==> src/rtl/jump_issue_ctrl_pkg.sv <==
// rtl/jump_issue_ctrl_pkg.sv - shared types and constants for the jump issue controller
package jump_issue_ctrl_pkg;

    localparam int XLEN_DEF    = 32;
    localparam int TIMEOUT_DEF = 15;

    typedef enum logic [2:0] {
        ST_IDLE     = 3'd0,
        ST_DISPATCH = 3'd1,
        ST_WAIT     = 3'd2,
        ST_RESOLVE  = 3'd3,
        ST_WB       = 3'd4
    } state_t;

    typedef enum logic [1:0] {
        JTYPE_BRANCH = 2'd0,
        JTYPE_JAL    = 2'd1,
        JTYPE_JALR   = 2'd2
    } jtype_t;

    // The reserved encoding folds into BRANCH so downstream logic only sees three kinds.
    function automatic jtype_t decode_type(input logic [1:0] raw);
        case (raw)
            2'd1:    return JTYPE_JAL;
            2'd2:    return JTYPE_JALR;
            default: return JTYPE_BRANCH;
        endcase
    endfunction

    function automatic logic is_link_type(input jtype_t t);
        return (t == JTYPE_JAL) || (t == JTYPE_JALR);
    endfunction

endpackage

==> src/rtl/jump_watchdog.sv <==
// rtl/jump_watchdog.sv - WAIT-state cycle counter that flags a missing FU finish
module jump_watchdog #(
    parameter int TIMEOUT = 15
) (
    input  logic clk,
    input  logic rst_n,
    input  logic clear,
    input  logic count_en,
    output logic expire
);

    localparam int CW = (TIMEOUT > 2) ? $clog2(TIMEOUT) : 1;

    logic [CW-1:0] cnt;

    always_ff @(posedge clk or negedge rst_n) begin
        if (!rst_n) begin
            cnt <= '0;
        end else if (clear) begin
            cnt <= '0;
        end else if (count_en && !expire) begin
            cnt <= cnt + CW'(1);
        end
    end

    assign expire = (cnt == CW'(TIMEOUT - 1));

endmodule

==> src/rtl/jump_issue_ctrl.sv <==
// rtl/jump_issue_ctrl.sv - issue-side controller for the jump/branch functional unit
module jump_issue_ctrl
    import jump_issue_ctrl_pkg::*;
#(
    parameter int XLEN    = XLEN_DEF,
    parameter int TIMEOUT = TIMEOUT_DEF
) (
    input  logic            clk,
    input  logic            rst_n,
    input  logic            issue_valid,
    output logic            issue_ready,
    input  logic [1:0]      issue_type,
    input  logic [2:0]      issue_cmp,
    input  logic [4:0]      issue_rd,
    input  logic [XLEN-1:0] issue_rs1,
    input  logic [XLEN-1:0] issue_rs2,
    input  logic [XLEN-1:0] issue_imm,
    input  logic [XLEN-1:0] issue_pc,
    output logic            fu_en,
    output logic            fu_jalr,
    output logic [2:0]      fu_cmp,
    output logic [XLEN-1:0] fu_rs1,
    output logic [XLEN-1:0] fu_rs2,
    output logic [XLEN-1:0] fu_imm,
    output logic [XLEN-1:0] fu_pc,
    input  logic            fu_finish,
    input  logic [XLEN-1:0] fu_pc_jump,
    input  logic [XLEN-1:0] fu_pc_wb,
    input  logic            fu_cmp_res,
    output logic            redirect_vld,
    output logic [XLEN-1:0] redirect_pc,
    output logic            exc_misalign,
    output logic            wb_valid,
    input  logic            wb_ready,
    output logic [4:0]      wb_rd,
    output logic [XLEN-1:0] wb_data,
    output logic            err_timeout,
    output logic            busy
);

    state_t          state_q, state_d;
    jtype_t          type_q;
    logic [2:0]      cmp_q;
    logic [4:0]      rd_q;
    logic [XLEN-1:0] rs1_q, rs2_q, imm_q, pc_q;
    logic [XLEN-1:0] pc_jump_q, pc_wb_q;
    logic            cmp_res_q;

    logic            accept;
    logic            link;
    logic            taken;
    logic            misalign;
    logic [XLEN-1:0] target;
    logic            wd_clear, wd_count, wd_expire;

    jump_watchdog #(.TIMEOUT(TIMEOUT)) u_watchdog (
        .clk      (clk),
        .rst_n    (rst_n),
        .clear    (wd_clear),
        .count_en (wd_count),
        .expire   (wd_expire)
    );

    assign accept = issue_valid && (state_q == ST_IDLE);

    always_ff @(posedge clk or negedge rst_n) begin
        if (!rst_n) begin
            state_q <= ST_IDLE;
        end else begin
            state_q <= state_d;
        end
    end

    always_ff @(posedge clk or negedge rst_n) begin
        if (!rst_n) begin
            type_q    <= JTYPE_BRANCH;
            cmp_q     <= '0;
            rd_q      <= '0;
            rs1_q     <= '0;
            rs2_q     <= '0;
            imm_q     <= '0;
            pc_q      <= '0;
            pc_jump_q <= '0;
            pc_wb_q   <= '0;
            cmp_res_q <= 1'b0;
        end else begin
            if (accept) begin
                type_q <= decode_type(issue_type);
                cmp_q  <= issue_cmp;
                rd_q   <= issue_rd;
                rs1_q  <= issue_rs1;
                rs2_q  <= issue_rs2;
                imm_q  <= issue_imm;
                pc_q   <= issue_pc;
            end
            if ((state_q == ST_WAIT) && fu_finish) begin
                pc_jump_q <= fu_pc_jump;
                pc_wb_q   <= fu_pc_wb;
                cmp_res_q <= fu_cmp_res;
            end
        end
    end

    // JALR clears bit 0 of its target; any remaining low bit set on a taken jump is a fault.
    always_comb begin
        target = pc_jump_q;
        if (type_q == JTYPE_JALR) begin
            target[0] = 1'b0;
        end
    end

    assign link     = is_link_type(type_q);
    assign taken    = link || cmp_res_q;
    assign misalign = taken && (target[1:0] != 2'b00);

    assign fu_jalr = (type_q == JTYPE_JALR);
    assign fu_cmp  = cmp_q;
    assign fu_rs1  = rs1_q;
    assign fu_rs2  = rs2_q;
    assign fu_imm  = imm_q;
    assign fu_pc   = pc_q;
    assign busy    = (state_q != ST_IDLE);

    always_comb begin
        state_d      = state_q;
        issue_ready  = 1'b0;
        fu_en        = 1'b0;
        redirect_vld = 1'b0;
        redirect_pc  = '0;
        exc_misalign = 1'b0;
        wb_valid     = 1'b0;
        wb_rd        = '0;
        wb_data      = '0;
        err_timeout  = 1'b0;
        wd_clear     = 1'b0;
        wd_count     = 1'b0;

        case (state_q)
            ST_IDLE: begin
                issue_ready = 1'b1;
                if (issue_valid) begin
                    state_d = ST_DISPATCH;
                end
            end
            ST_DISPATCH: begin
                fu_en    = 1'b1;
                wd_clear = 1'b1;
                state_d  = ST_WAIT;
            end
            ST_WAIT: begin
                if (fu_finish) begin
                    state_d = ST_RESOLVE;
                end else if (wd_expire) begin
                    err_timeout = 1'b1;
                    state_d     = ST_IDLE;
                end else begin
                    wd_count = 1'b1;
                end
            end
            ST_RESOLVE: begin
                if (taken && !misalign) begin
                    redirect_vld = 1'b1;
                    redirect_pc  = target;
                end
                exc_misalign = misalign;
                if (link && (rd_q != 5'd0) && !misalign) begin
                    state_d = ST_WB;
                end else begin
                    state_d = ST_IDLE;
                end
            end
            ST_WB: begin
                wb_valid = 1'b1;
                wb_rd    = rd_q;
                wb_data  = pc_wb_q;
                if (wb_ready) begin
                    state_d = ST_IDLE;
                end
            end
            default: begin
                state_d = ST_IDLE;
            end
        endcase
    end

endmodule

==> config.mk <==
export PLATFORM = sky130hd
export DESIGN_NAME = jump_issue_ctrl
export DESIGN_NICKNAME = d
export VERILOG_FILES = /design/src/rtl/jump_issue_ctrl_pkg.sv /design/src/rtl/jump_watchdog.sv /design/src/rtl/jump_issue_ctrl.sv
export SDC_FILE = /design/constraint.sdc
export NUM_CORES = 1
export LEC_CHECK = 0
export BUFFER_PORTS_ARGS = -buffer_cell sky130_fd_sc_hd__buf_2
export CAP_MARGIN = 15
export CORE_AREA = 5 5 160 162
export CTS_CLUSTER_DIAMETER = 40
export DETAILED_ROUTE_END_ITERATION = 12
export DIE_AREA = 0 0 165 167
export GPL_TIMING_DRIVEN = 0
export PLACE_DENSITY = 0.66
export SLEW_MARGIN = 20
export SYNTH_ARGS = -nofsm -noshare
export SYNTH_HDL_FRONTEND = slang
export SYNTH_HIERARCHICAL = 1
export SYNTH_SLANG_ARGS = --single-unit
==> constraint.sdc <==
create_clock -name clk -period 3.4 [get_ports clk]
set_input_delay 0.17 -clock clk [delete_from_list [all_inputs] [get_ports clk]]
set_output_delay 0.17 -clock clk [all_outputs]
set_load 0.05 [all_outputs]
======== After elaboration in Yosys (flattened, before gate mapping) ========
Index checks and enable logic that the tools add are counted.
cells by class
  magnitude comparators ................... 0
  reductions and logical operators ........ 17
  $mul .................................... 0
  equal/unequal tests ..................... 12
  $add $sub $neg .......................... 1
  multiplexer cells ....................... 26
  shift-type cells ........................ 0
  div/mod/pow operators ................... 0
  bitwise operators ....................... 0
operators with widths
  cell                                                                     number
  32-bit two-way mux                                                       3
  3-bit two-way mux                                                        5
  3-bit one-hot mux with 5 select lines                                    1
  1-bit two-way mux                                                        13
  4-bit two-way mux                                                        2
  1-bit logical AND                                                        7
  3-bit by 2-bit equality test with 1-bit output, second input constant    2
  5-bit two-way mux                                                        1
  5-bit nonzero test                                                       1
  4-bit by 1-bit adder with 4-bit output, second input constant            1
  2-bit by 1-bit equality test with 1-bit output, second input constant    2
  2-bit equality test, second input constant                               2
  4-bit equality test, second input constant                               1
  2-bit inequality test, second input constant                             2
  2-bit one-hot mux with 2 select lines                                    1
  2-bit nonzero test                                                       2
  3-bit by 1-bit equality test with 1-bit output, second input constant    1
  3-bit equality test, second input constant                               1
  3-bit zero test                                                          1
  3-bit by 2-bit inequality test with 1-bit output, second input constant  1
  3-bit AND reduction                                                      1
  3-bit nonzero test                                                       1
  1-bit zero test                                                          2
  1-bit logical OR                                                         2
word-level totals
  output and inout port bits .............. 208
  memories ................................ 0
  input port bits ......................... 208
  memory bits (read-only) ................. 0
  word-level logic and storage cells ...... 68
  bits in latches ......................... 0
  memory bits (writable) .................. 0
  register bits after elaboration ......... 210

======== Longest topological paths before layout ========
  depth in word-level cells ............... 8
  depth in mapped cells ................... 8
  mapped depth without buffers ............ 8

======== By module ========
The synthesis kept the hierarchy.
by module, submodules not included
  module           times used  cells an instance  seq. area each (um2)  area each (um2)
  jump_issue_ctrl  1           538                5154.9                8597.0
  jump_watchdog    1           24                 100.1                 221.5

======== Least setup slack after synthesis ========
No wires, ideal clock.
  path type ............................... register to output
  from .................................... register type_q[0]
  to ...................................... output port redirect_pc[25]
  setup slack ............................. 541 ps
  stages on the path, launching flop included .. 7
  buffers on the path ..................... 1
  arrival ................................. 2689 ps
  required time ........................... 3230 ps
  path through ............................ dfrtp_1 > inv_1 > ha_1 > inv_1 > a2111oi_1 > clkbuf_1 > and2_1
between the ends
  word-level cells in the longest chain between the ends .. 8
ends and longest elaborated chain
  item                                                           RTL line                                           RTL
  start, declared                                                jump_issue_ctrl.sv:42                              jtype_t type_q;
  start signal, assigned                                         jump_issue_ctrl.sv:88                              type_q <= decode_type(issue_type);
  2-bit equality test *                                          n/a
  named net fu_jalr                                              jump_issue_ctrl.sv:20                              output logic fu_jalr,
  1-bit two-way mux / 1-bit logical OR (equally long branches)   jump_issue_ctrl.sv:107, jump_issue_ctrl_pkg.sv:31
  2-bit nonzero test / 1-bit logical OR (equally long branches)  jump_issue_ctrl.sv:114, jump_issue_ctrl.sv:113
  1-bit logical AND                                              jump_issue_ctrl.sv:114                             assign misalign = taken && (target[1:0] != 2'b00);
  1-bit zero test                                                jump_issue_ctrl.sv:161                             if (taken && !misalign) begin
  1-bit logical AND *                                            jump_issue_ctrl.sv:161
  32-bit two-way mux *                                           jump_issue_ctrl.sv:161
  32-bit two-way mux *                                           jump_issue_ctrl.sv:138                             case (state_q)
  end, declared                                                  jump_issue_ctrl.sv:31                              output logic [XLEN-1:0] redirect_pc,
Mark *: on every way through the listed nets, which the timed path passes. The rest lies on a longest branch.

======== Worst setup path after layout ========
  from .................................... register type_q[0]
  to ...................................... output port redirect_pc[25]
between the ends
  word-level cells in the longest chain between the ends .. 8
ends and longest elaborated chain
  item                                                                                          RTL line
  2-bit equality test / 2-bit by 1-bit equality test with 1-bit output (equally long branches)  jump_issue_ctrl_pkg.sv:31, jump_issue_ctrl.sv:107
  1-bit two-way mux / 1-bit logical OR (equally long branches)                                  jump_issue_ctrl.sv:107, jump_issue_ctrl_pkg.sv:31
  2-bit nonzero test / 1-bit logical OR (equally long branches)                                 jump_issue_ctrl.sv:114, jump_issue_ctrl.sv:113
  1-bit logical AND                                                                             jump_issue_ctrl.sv:114
  1-bit zero test                                                                               jump_issue_ctrl.sv:161
  1-bit logical AND *                                                                           jump_issue_ctrl.sv:161
  32-bit two-way mux *                                                                          jump_issue_ctrl.sv:161
  32-bit two-way mux *                                                                          jump_issue_ctrl.sv:138
Mark *: on every way between the ends. The rest lies on a longest branch, timed or not.

==> summary.log <==
INFO  drt            drt_pre_antenna_iters=4
INFO  status         outcome=complete, no violations
INFO  cells_and_area most_frequent_cells_in_the_layout=buf_2, dfrtp_1, dlygate4sd3_1
INFO  global_routing grt_pass1_vias=8,018
INFO  setup_path     timing.critical_path.arrival=2.86ns
INFO  clock_network  clk_path_buf_depth=3
INFO  timing         rsz_0062_raised_after_global_routing=false
INFO  floorplanning  core_area=24,000um^2
INFO  timing         max_clock_freq=0.330GHz
INFO  drt            wire_per_inst=17.8um
INFO  setup_path     path_max_fanout=10
INFO  global_routing largest_net_degree_at_the_start_of_global_routing=94
INFO  floorplanning  die_h=167um
INFO  setup_path     critical_path.top_delay_family=buffers and inverters
INFO  timing         report.final.slew_viol_count=0
INFO  global_routing antenna_found_initial=0
INFO  cells_and_area finish.net_count=1,432
INFO  logic_synthesis post_synth_main_area_contributors=dfrtp_1, mux2_4, mux2_2
INFO  floorplanning  rows=57
INFO  timing         worst_slew_pin_slew=0.883ns
INFO  floorplanning  die_w=165um
INFO  setup_path     setup.worst_path.class=reg2out
INFO  global_routing grt_overflow_total=0
INFO  timing         timing.final.hold_violations=0
INFO  clock_network  tritoncts.num_buffers=34
INFO  worst_hold_path holdCritStartpoint=fu_finish
INFO  logic_synthesis avgSynthCellArea=15.7um^2
INFO  drt            avgViaCountPerCell=4.52
INFO  logic_synthesis synthDominantAreaCellType=dfrtp_1
INFO  clock_network  tritoncts=done
INFO  global_routing global_route.usage.total=19.6%
INFO  cells_and_area areaGrowthSynthToFinish=66.2%
INFO  drt            via_count=7,089
INFO  setup_path     worstPathBufferInverterCount=3
INFO  setup_path     slowest_stage=a2111oi_2
INFO  floorplanning  dieArea=27,600um^2
INFO  placed_design  placed_cells=1,302
INFO  global_routing grt_pass1_wl=43,000um
INFO  logic_synthesis synth_cell_type_count=33
INFO  placed_design  dp_worst_setup_slack=0.687ns
INFO  cells_and_area final_cells=1,570
INFO  clock_network  cts_max_level=2
INFO  setup_path     cp_cell_sequence=inv_1 > ha_1 > nor2b_1 > a2111oi_2 > clkbuf_1 > and2_1 > buf_2
INFO  setup_path     largest_incremental_delay_on_the_critical_path=0.53ns
INFO  clock_network  clock_sink_count=210
INFO  run            drv.max_cap_violation_count=0
INFO  timing         timing.final.setup_violations=0
INFO  setup_path     cp.required=3.23ns
INFO  logic_synthesis synth_warnings=6
INFO  cells_and_area final_common_cell=buf_2
INFO  timing         whs=0.0945ns
INFO  timing         slew_headroom=40.6%
INFO  logic_synthesis synthesis.instances=562
INFO  logic_synthesis number_of_synthesized_register_bits=210
INFO  placed_design  port_buffers=413
INFO  timing         skew=0.0128ns
INFO  setup_path     startpoint=type_q[0]
INFO  timing         timing.final.crit_share=89.2%
INFO  setup_path     crit-reg2reg-launch=u_watchdog/cnt[0]
INFO  placed_design  routabilityCongestion=0.791
INFO  logic_synthesis post_synth_instance_area=8820um^2
INFO  clock_network  clock_latency=0.49ns
INFO  clock_network  clk_transition_reported_paths=0.05ns
INFO  logic_synthesis synth.yosys.seq_area_share=59.6%
INFO  worst_hold_path worst_min_delay_path_category=in2reg
INFO  floorplanning  initial_core_util=36.8%
INFO  cells_and_area postLayoutCoreUtil=61.2%
INFO  placed_design  detailed_place_hpwl=18,500um
INFO  pwr            power.leakage=7.44nW
INFO  logic_synthesis synth_largest_type_area_fraction=59.6%
INFO  cells_and_area final_design_area_no_fill=14,700um^2
INFO  pwr            power.density=1050nW/um^2
INFO  timing         fin_tns_setup=0ns
INFO  clock_network  cts_root_buffer=clkbuf_16
INFO  cells_and_area final_layout_size_suffix_gt1_share=55.7%
INFO  drt            ant_nets=0
INFO  setup_path     worstSetupEndpointType=output port
INFO  placed_design  placed_area=11,400um^2
INFO  drt            drt_wl_total=27,900um
INFO  drt            drc_errors=0
INFO  setup_path     cp-start-kind=flop
INFO  pwr            p_total=15.4mW
INFO  floorplanning  ios=416
INFO  timing         fin_crit=3.03ns
INFO  timing         setup_ws=0.367ns
INFO  clock_network  postCtsSetupRepairBufs=0
INFO  drt            detailedRoute.firstIterationViolations=260
INFO  pwr            power.ir.vdd_worst=0.834mV
==> final timing paths <==
| check | cells after the start | slack [ns] | endpoint |
|---|---|---|---|
| min reg2reg | 1 | 0.49 | fu_rs2[26] |
| min | 4 | 0.09 | u_watchdog/cnt[0] |
| max in group asynchronous | 3 | 2.49 | fu_rs2[20] |
| max | 7 | 0.37 | redirect_pc[25] |
| max reg2reg | 8 | 1.21 | u_watchdog/cnt[1] |
| min in group asynchronous | 2 | 0.15 | pc_jump_q[20] |
==> flip-flops by register name (all words and copies together) (netlist names), 4 cells and up <==
| signal | count |
|---|---|
| fu_rs2 | 32 |
| pc_jump_q | 32 |
| pc_wb_q | 32 |
| fu_rs1 | 32 |
| rd_q | 5 |
| fu_imm | 32 |
| u_watchdog/cnt | 4 |
| fu_pc | 32 |
==> worst min-delay path, stage by stage <==
cell	delay (ns)
buf_2	0.09
nor4_1	0.10
nand3_1	0.10
a21oi_1	0.06
==> cells in the mapped netlist <==
cell type / instances
inv_1: 5
or3_1: 3
nand2_1: 3
buf_2: 4
a21oi_1: 4
inv_2: 2
a32o_1: 1
a2111oi_1: 1
nor4_1: 1
nand3b_1: 1
o21ai_0: 5
ha_1: 3
nand4_1: 1
o31ai_1: 1
nor2_1: 3
nand2b_1: 3
conb_1: 1
mux2_2: 105
dfrtp_1: 210
mux2_1: 6
nor3b_1: 3
mux2_4: 90
nor2b_1: 2
nor3_1: 3
nand3_1: 2
and2_1: 67
nor4b_1: 1
nand3_2: 1
buf_6: 11
buf_4: 5
clkbuf_1: 12
a21o_1: 1
or4b_1: 1
==> kinds of logic (layout without fill, tap and decap cells) <==
group                    count (synthesis)  count (layout)  synth area share, %
multiplexers                           201             201                 29.5
other                                    1               3               0.0425
buffers and inverters                   39             721                 2.87
adder cells (fa/ha/maj)                  3               3                0.426
AO/OA/AOI/OAI                           13              13                0.908
flip-flops                             210             210                 59.6
AND/OR/NAND/NOR                         95              95                 6.67
==> report_power, final <==
part | total, mW | switching, mW | leakage (nW) | internal, mW
Combinational | 7.28 | 4.67 | 4.36 | 2.61
Clock | 3.64 | 1.25 | 0.589 | 2.39
Sequential | 4.48 | 0.703 | 2.49 | 3.78
==> per-layer routing <==
metal | track usage (%) | up-vias | share of wire, %
met5 | 0 | - | 0
li1 | - | 3265 | -
met2 | 34.2 | 321 | 51
met4 | 8.03 | 0 | 3.5
met1 | 22.3 | 3433 | 38
met3 | 5.64 | 70 | 8.0
==> final cells by class <==
type                    instances  area, um^2
fillers                      1788        9310
flip-flops and latches        210        5260
repair buffers                622        4200
multi-input cells             314        3320
clock buffers                  39         943
well taps                     324         405
clock inverters                21         272
plain buffers                  32         226
inverters                       7        26.3
diodes                          1        2.50
==> what timing repair did <==
item	CTS	global route
resized for setup	0	1
endpoints found under the hold margin	415	0
hold buffers	207	0
setup endpoints to repair	0	10
Note: power is estimated with default switching activity, not from simulation.
